[src/rtl/button_defs.sv]
`default_nettype none
// ============================================================================
// Module   : button_defs (package)
// Purpose  : Shared definitions for the button stages: debounce FSM state
//            encoding, default timing constants and a small helper.
// Ports    : none (package)
// Revision : 1.0  initial release
// ============================================================================
package button_defs;

  // Debounce FSM states. The two *_WAIT states hold the previous output
  // level while the counter confirms the new input level.
  typedef enum logic [1:0] {
    IDLE         = 2'd0,
    PRESS_WAIT   = 2'd1,
    HELD         = 2'd2,
    RELEASE_WAIT = 2'd3
  } state_t;

  // Default timing at 27 MHz: 10 ms debounce, 0.5 s to first repeat,
  // 100 ms between later repeats.
  localparam int DEF_DEBOUNCE_CYCLES = 270000;
  localparam int DEF_CNT_W           = 20;
  localparam int DEF_REPEAT_DELAY    = 13500000;
  localparam int DEF_REPEAT_PERIOD   = 2700000;

  function automatic int max_int(input int a, input int b);
    return (a > b) ? a : b;
  endfunction

endpackage
`default_nettype wire

[src/rtl/dffr.sv]
`default_nettype none
// ============================================================================
// Module   : dffr
// Purpose  : Library D flip-flop with synchronous active-high reset to 0.
// Ports    : clk   - clock
//            reset - synchronous reset, active high
//            d     - data in
//            q     - registered data out
// Revision : 1.0  initial release
// ============================================================================
module dffr #(
  parameter int W = 1
) (
  input  logic         clk,
  input  logic         reset,
  input  logic [W-1:0] d,
  output logic [W-1:0] q
);

  always_ff @(posedge clk) begin
    if (reset) q <= '0;
    else       q <= d;
  end

endmodule
`default_nettype wire

[src/rtl/sync2.sv]
`default_nettype none
// ============================================================================
// Module   : sync2
// Purpose  : Two-flop synchronizer for a single asynchronous level.
// Ports    : clk   - destination clock
//            reset - synchronous reset, clears both stages
//            d     - asynchronous input
//            q     - synchronized output (second stage)
// Revision : 1.0  initial release
// ============================================================================
module sync2 (
  input  logic clk,
  input  logic reset,
  input  logic d,
  output logic q
);

  logic meta;

  dffr #(.W(1)) u_stage1 (
    .clk   (clk),
    .reset (reset),
    .d     (d),
    .q     (meta)
  );

  dffr #(.W(1)) u_stage2 (
    .clk   (clk),
    .reset (reset),
    .d     (meta),
    .q     (q)
  );

endmodule
`default_nettype wire

[src/rtl/button_debounce.sv]
`default_nettype none
// ============================================================================
// Module   : button_debounce
// Purpose  : Debounces a raw push-button level and optionally generates
//            auto-repeat strobes while the button is held.
// Ports    : clk          - system clock, all state on rising edge
//            reset        - synchronous reset, active high
//            in           - raw asynchronous button level (active high)
//            out          - debounced level, registered
//            repeat_pulse - one-cycle auto-repeat strobe while held
// Config   : define DEBOUNCE_REPEAT_EN to build the auto-repeat logic;
//            otherwise repeat_pulse is tied to 0.
// Revision : 1.0  initial release
// ============================================================================
module button_debounce
  import button_defs::*;
#(
  parameter int DEBOUNCE_CYCLES = DEF_DEBOUNCE_CYCLES,
  parameter int CNT_W           = DEF_CNT_W,
  parameter int REPEAT_DELAY    = DEF_REPEAT_DELAY,
  parameter int REPEAT_PERIOD   = DEF_REPEAT_PERIOD
) (
  input  logic clk,
  input  logic reset,
  input  logic in,
  output logic out,
  output logic repeat_pulse
);

  localparam logic [CNT_W-1:0] CNT_LAST = CNT_W'(DEBOUNCE_CYCLES - 1);

  // Parameter sanity: the counter must reach DEBOUNCE_CYCLES-1 without
  // wrapping, so the terminal count has to fit in CNT_W bits.
  if ((DEBOUNCE_CYCLES < 1) || (DEBOUNCE_CYCLES >= (1 << CNT_W))) begin : g_bad_debounce
    $error("button_debounce: DEBOUNCE_CYCLES=%0d out of range for CNT_W=%0d",
           DEBOUNCE_CYCLES, CNT_W);
  end
  if ((REPEAT_DELAY < 1) || (REPEAT_PERIOD < 1)) begin : g_bad_repeat
    $error("button_debounce: REPEAT_DELAY/REPEAT_PERIOD must be >= 1");
  end

  logic             in_s;
  state_t           state;
  logic [CNT_W-1:0] cnt;

  sync2 u_sync (
    .clk   (clk),
    .reset (reset),
    .d     (in),
    .q     (in_s)
  );

  // out is written together with the state so it is a registered decode
  // that changes on the same edge as the state it belongs to.
  always_ff @(posedge clk) begin
    if (reset) begin
      state <= IDLE;
      cnt   <= '0;
      out   <= 1'b0;
    end else begin
      case (state)
        IDLE: begin
          if (in_s) begin
            state <= PRESS_WAIT;
            cnt   <= '0;
          end
        end
        PRESS_WAIT: begin
          if (!in_s) begin
            state <= IDLE;
          end else if (cnt == CNT_LAST) begin
            state <= HELD;
            out   <= 1'b1;
          end else begin
            cnt <= cnt + 1'b1;
          end
        end
        HELD: begin
          if (!in_s) begin
            state <= RELEASE_WAIT;
            cnt   <= '0;
          end
        end
        RELEASE_WAIT: begin
          if (in_s) begin
            state <= HELD;
          end else if (cnt == CNT_LAST) begin
            state <= IDLE;
            out   <= 1'b0;
          end else begin
            cnt <= cnt + 1'b1;
          end
        end
        default: begin
          state <= IDLE;
          out   <= 1'b0;
        end
      endcase
    end
  end

`ifdef DEBOUNCE_REPEAT_EN
  localparam int RPT_MAX = max_int(REPEAT_DELAY, REPEAT_PERIOD);
  localparam int RPT_W   = (RPT_MAX > 1) ? $clog2(RPT_MAX) : 1;
  localparam logic [RPT_W-1:0] DELAY_LAST  = RPT_W'(REPEAT_DELAY - 1);
  localparam logic [RPT_W-1:0] PERIOD_LAST = RPT_W'(REPEAT_PERIOD - 1);

  logic [RPT_W-1:0] rpt_cnt;
  logic             rpt_armed;   // first pulse already issued for this hold
  logic             rpt_pulse;

  // Counts every edge on which the registered state is HELD. Any cycle in
  // IDLE or PRESS_WAIT clears the count, so a fresh press always starts
  // from zero on entry to HELD; RELEASE_WAIT leaves it frozen so a release
  // bounce does not shift the repeat phase beyond the frozen cycles.
  always_ff @(posedge clk) begin
    if (reset) begin
      rpt_cnt   <= '0;
      rpt_armed <= 1'b0;
      rpt_pulse <= 1'b0;
    end else begin
      rpt_pulse <= 1'b0;
      case (state)
        HELD: begin
          if (rpt_cnt == (rpt_armed ? PERIOD_LAST : DELAY_LAST)) begin
            rpt_pulse <= 1'b1;
            rpt_cnt   <= '0;
            rpt_armed <= 1'b1;
          end else begin
            rpt_cnt <= rpt_cnt + 1'b1;
          end
        end
        RELEASE_WAIT: begin
        end
        default: begin
          rpt_cnt   <= '0;
          rpt_armed <= 1'b0;
        end
      endcase
    end
  end

  assign repeat_pulse = rpt_pulse;
`else
  assign repeat_pulse = 1'b0;
`endif

endmodule
`default_nettype wire
[config.mk]
export PLATFORM = sky130hd
export DESIGN_NAME = button_debounce
export DESIGN_NICKNAME = d
export VERILOG_FILES = /design/src/rtl/button_defs.sv /design/src/rtl/dffr.sv /design/src/rtl/sync2.sv /design/src/rtl/button_debounce.sv
export SDC_FILE = /design/constraint.sdc
export NUM_CORES = 1
export LEC_CHECK = 0
export ABC_CLOCK_PERIOD_IN_PS = 2029
export BUFFER_PORTS_ARGS = -buffer_cell sky130_fd_sc_hd__clkbuf_2
export CAP_MARGIN = 40
export CORE_ASPECT_RATIO = 0.8
export CORE_MARGIN = 2
export CORE_UTILIZATION = 30
export DETAILED_ROUTE_END_ITERATION = 10
export PLACE_DENSITY_LB_ADDON = 0.15
export SYNTH_ARGS = -nofsm -noshare
export SYNTH_HDL_FRONTEND = slang
export SYNTH_SLANG_ARGS = --single-unit
[constraint.sdc]
create_clock -name clk -period 2.03 [get_ports clk]
set_input_delay 0.203 -clock clk [delete_from_list [all_inputs] [get_ports clk]]
set_output_delay 0.203 -clock clk [all_outputs]
set_load 0.1 [all_outputs]
==> flow_metrics.tcl <==
set metrics [dict create \
    status "completed" \
    final_hold_viol_count 0 \
    critPathKind "reg2reg" \
    portBuffers 3 \
    cellLeakagePower_nw 0.577 \
    synth.mux.area_fraction_pct 0 \
    synth_nets 146 \
    die_h_um 63.0 \
    dieArea_sq_um 4900 \
    slew_viol_final 0 \
    dp_slack_ps 107 \
    ir_worst_vdd_v 0.000351 \
    synth_edf_count 0 \
    syn_to_final_growth_pct 15.1 \
    num_vias 1107 \
    antenna_left 0 \
    cap_viol_max_count 0 \
    hold_buffers 0 \
    arrival_ps 2040 \
    cp_cell_sequence "ha_2, and4b_1, nand4_4, o21a_4, and3_1, a211o_1" \
    yosys.area.top_type "dfxtp_1" \
    startpoint_type "register" \
    cpMaxStageDelayCell "dfxtp_1" \
    tns_ps 0 \
    syn-cell-area_sq_um 1310 \
    avgSynthCellArea_sq_um 9.19 \
    skew_ps 3.43 \
    postPlaceCellArea_sq_um 1450 \
    core-area_sq_um 4180 \
    instances_no_fill 212 \
    final_nets 160 \
    antenna_cells 0 \
    hold_ws_ps 143 \
    period_needed_ps 1880 \
    report.power.total_mw 0.853 \
    drive_above_1_share_pct 22.6 \
    synth_top_cell_area_share_pct 38.4 \
    start_util_pct 31.2 \
    async_reset_ff_share_pct 0 \
    setup_ws_ps 153 \
    post_drt_wl_per_cell_um 13.3 \
    syn_inst 142 \
    synth_compound_area_share_pct 21.7 \
    clkLatencyLatePin_ps 270 \
    design_area_sq_um 1500 \
    fin_crit_sh_pct 92.4 \
    routed_via_density 5.22 \
    path_buf_inv 0 \
    clkTransAtPathRegs_ps 90 \
    synth.area.top_cells "dfxtp_1, a211o_1, and3_1" \
    cts_buffers 3 \
    io_pins 5 \
    post-route-util_pct 36.0 \
    slowest_delay_ps 380 \
    critPathRequiredTime_ps 2200 \
    ctsRootBufferMaster "clkbuf_8" \
    cp_top_family "simple AND/OR/NAND/NOR gates" \
    final_cell_mix "dfxtp_1, buf_4, nor2_1, a21oi_1, nor3_1" \
    grt_overflow_total 0 \
    synth-simple-area-share_pct 31.2 \
    antenna_found_initial 0 \
    h-tree-depth 1 \
    yosys_warnings 0 \
    synth.distinct_cells 44 \
    cts.sinks 25 \
    grt_pass1_vias 1028 \
    synthFlopType "dfxtp_1" \
    synth_top_family_by_area "simple AND/OR/NAND/NOR gates" \
    synthXorXnorAreaFrac_pct 3.26 \
    setup_violations 0 \
    path_max_fanout 10 \
    rows 21 \
    grt_use_total_pct 12.5 \
    ys_seq_area_share_pct 38.4 \
    synthAdderAreaFrac_pct 0.959 \
    grt_max_degree 16 \
    dr.pass1.iters 4 \
    slew_headroom_pct 64.2 \
    grt_pass1_wl_um 4900 \
    power_density_nw_per_um2 568 \
    mostFrequentLayoutCell "dfxtp_1" \
    ys_ff_latch 25 \
    worst_pin_slew_ps 540 \
    gp_congestion 0.841 \
    nFillCells 426 \
    rsz0062_at_grt "no" \
    worstSetupEndpointType "register" \
    placed_cells_incl_taps 208 \
    drtIter0Drc 68 \
    max_clock_freq_ghz 0.533 \
    ctsLongestPathBuffers 2 \
    drcViolationCount 0 \
    cts_tree "done" \
    totalWireLength_um 2810 \
    place_hpwl_um 2060 \
    hold_class "in2reg" \
    die_w_um 77.7 \
]
## cell families after synthesis
| group | after synthesis |
|---|---|
| simple gates | 65 |
| compound gates | 37 |
| flops | 25 |
| buf+inv | 9 |
| xor+xnor | 4 |
| fa+ha+maj | 1 |
| other cells | 1 |
## synth_stat cells (all sizes together), types with 2 or more instances
| master | number |
|---|---|
| a211o | 7 |
| a21oi | 8 |
| a22o | 3 |
| and3 | 9 |
| and4 | 2 |
| buf | 4 |
| dfxtp | 25 |
| inv | 4 |
| nand2 | 6 |
| nand3 | 7 |
| nand4 | 6 |
| nor2 | 8 |
| nor2b | 2 |
| nor3 | 8 |
| nor3b | 3 |
| nor4 | 2 |
| nor4b | 2 |
| o21ai | 8 |
| o31ai | 4 |
| or3 | 4 |
| or4 | 3 |
| xnor2 | 2 |
| xor2 | 2 |
## area by class of cell
cell class / count / area, sq um / area share [%]
Sequential cell: 25 / 500 / 33.3
Timing Repair Buffer: 14 / 110 / 7.33
Tap cell: 57 / 71.3 / 4.75
Inverter: 4 / 15.0 / 0.999
Clock inverter: 1 / 5.00 / 0.333
Multi-Input combinational cell: 108 / 759 / 50.5
Clock buffer: 3 / 41.3 / 2.75
## routing by layer
metal  vias to the layer above  share of wire, %  wire length (um)  global-route usage (%)
met3                         2               2.2                62                    3.47
met5                         -                 0                 0                       0
met2                        13                44              1230                    19.4
met1                       524                53              1500                    17.3
li1                        568                 -                 -                       -
met4                         0              0.64                18                    2.68
## state kept, by name, indices dropped and copies added, names as in the netlist, named ones only
signal	flops
state	1
out	1
u_sync.u_stage1.q	1
cnt	20
u_sync.u_stage2.q	1
## worst register-to-register path, cell delays in order (launching register included)
cell and delay (ps):
dfxtp_1 380, ha_2 230, and4b_1 270, nand4_4 170, o21a_4 300, and3_1 180
a211o_1 260
## report_power, final
group | internal (mW) | total, mW | switching [mW]
Clock | 0.137 | 0.300 | 0.163
Combinational | 0.0137 | 0.0557 | 0.0420
Sequential | 0.494 | 0.498 | 0.00318
Total | 0.645 | 0.853 | 0.208
## repair_timing
item                                    CTS  global route
endpoints found under the setup margin    0             9
setup buffers                             0             0
endpoints found under the hold margin     0             0
gates resized for setup                   0             3
## path summary, 6_finish.rpt
path,slack [ps],depth (start not counted),from,endpoint
min reg2reg,440,1,u_sync.u_stage1.q,u_sync.u_stage2.q
min,140,2,in,u_sync.u_stage1.q
max reg2reg,150,6,cnt[0],cnt[16]
max,150,6,cnt[0],cnt[16]
Power figures use the tool's default switching activity.
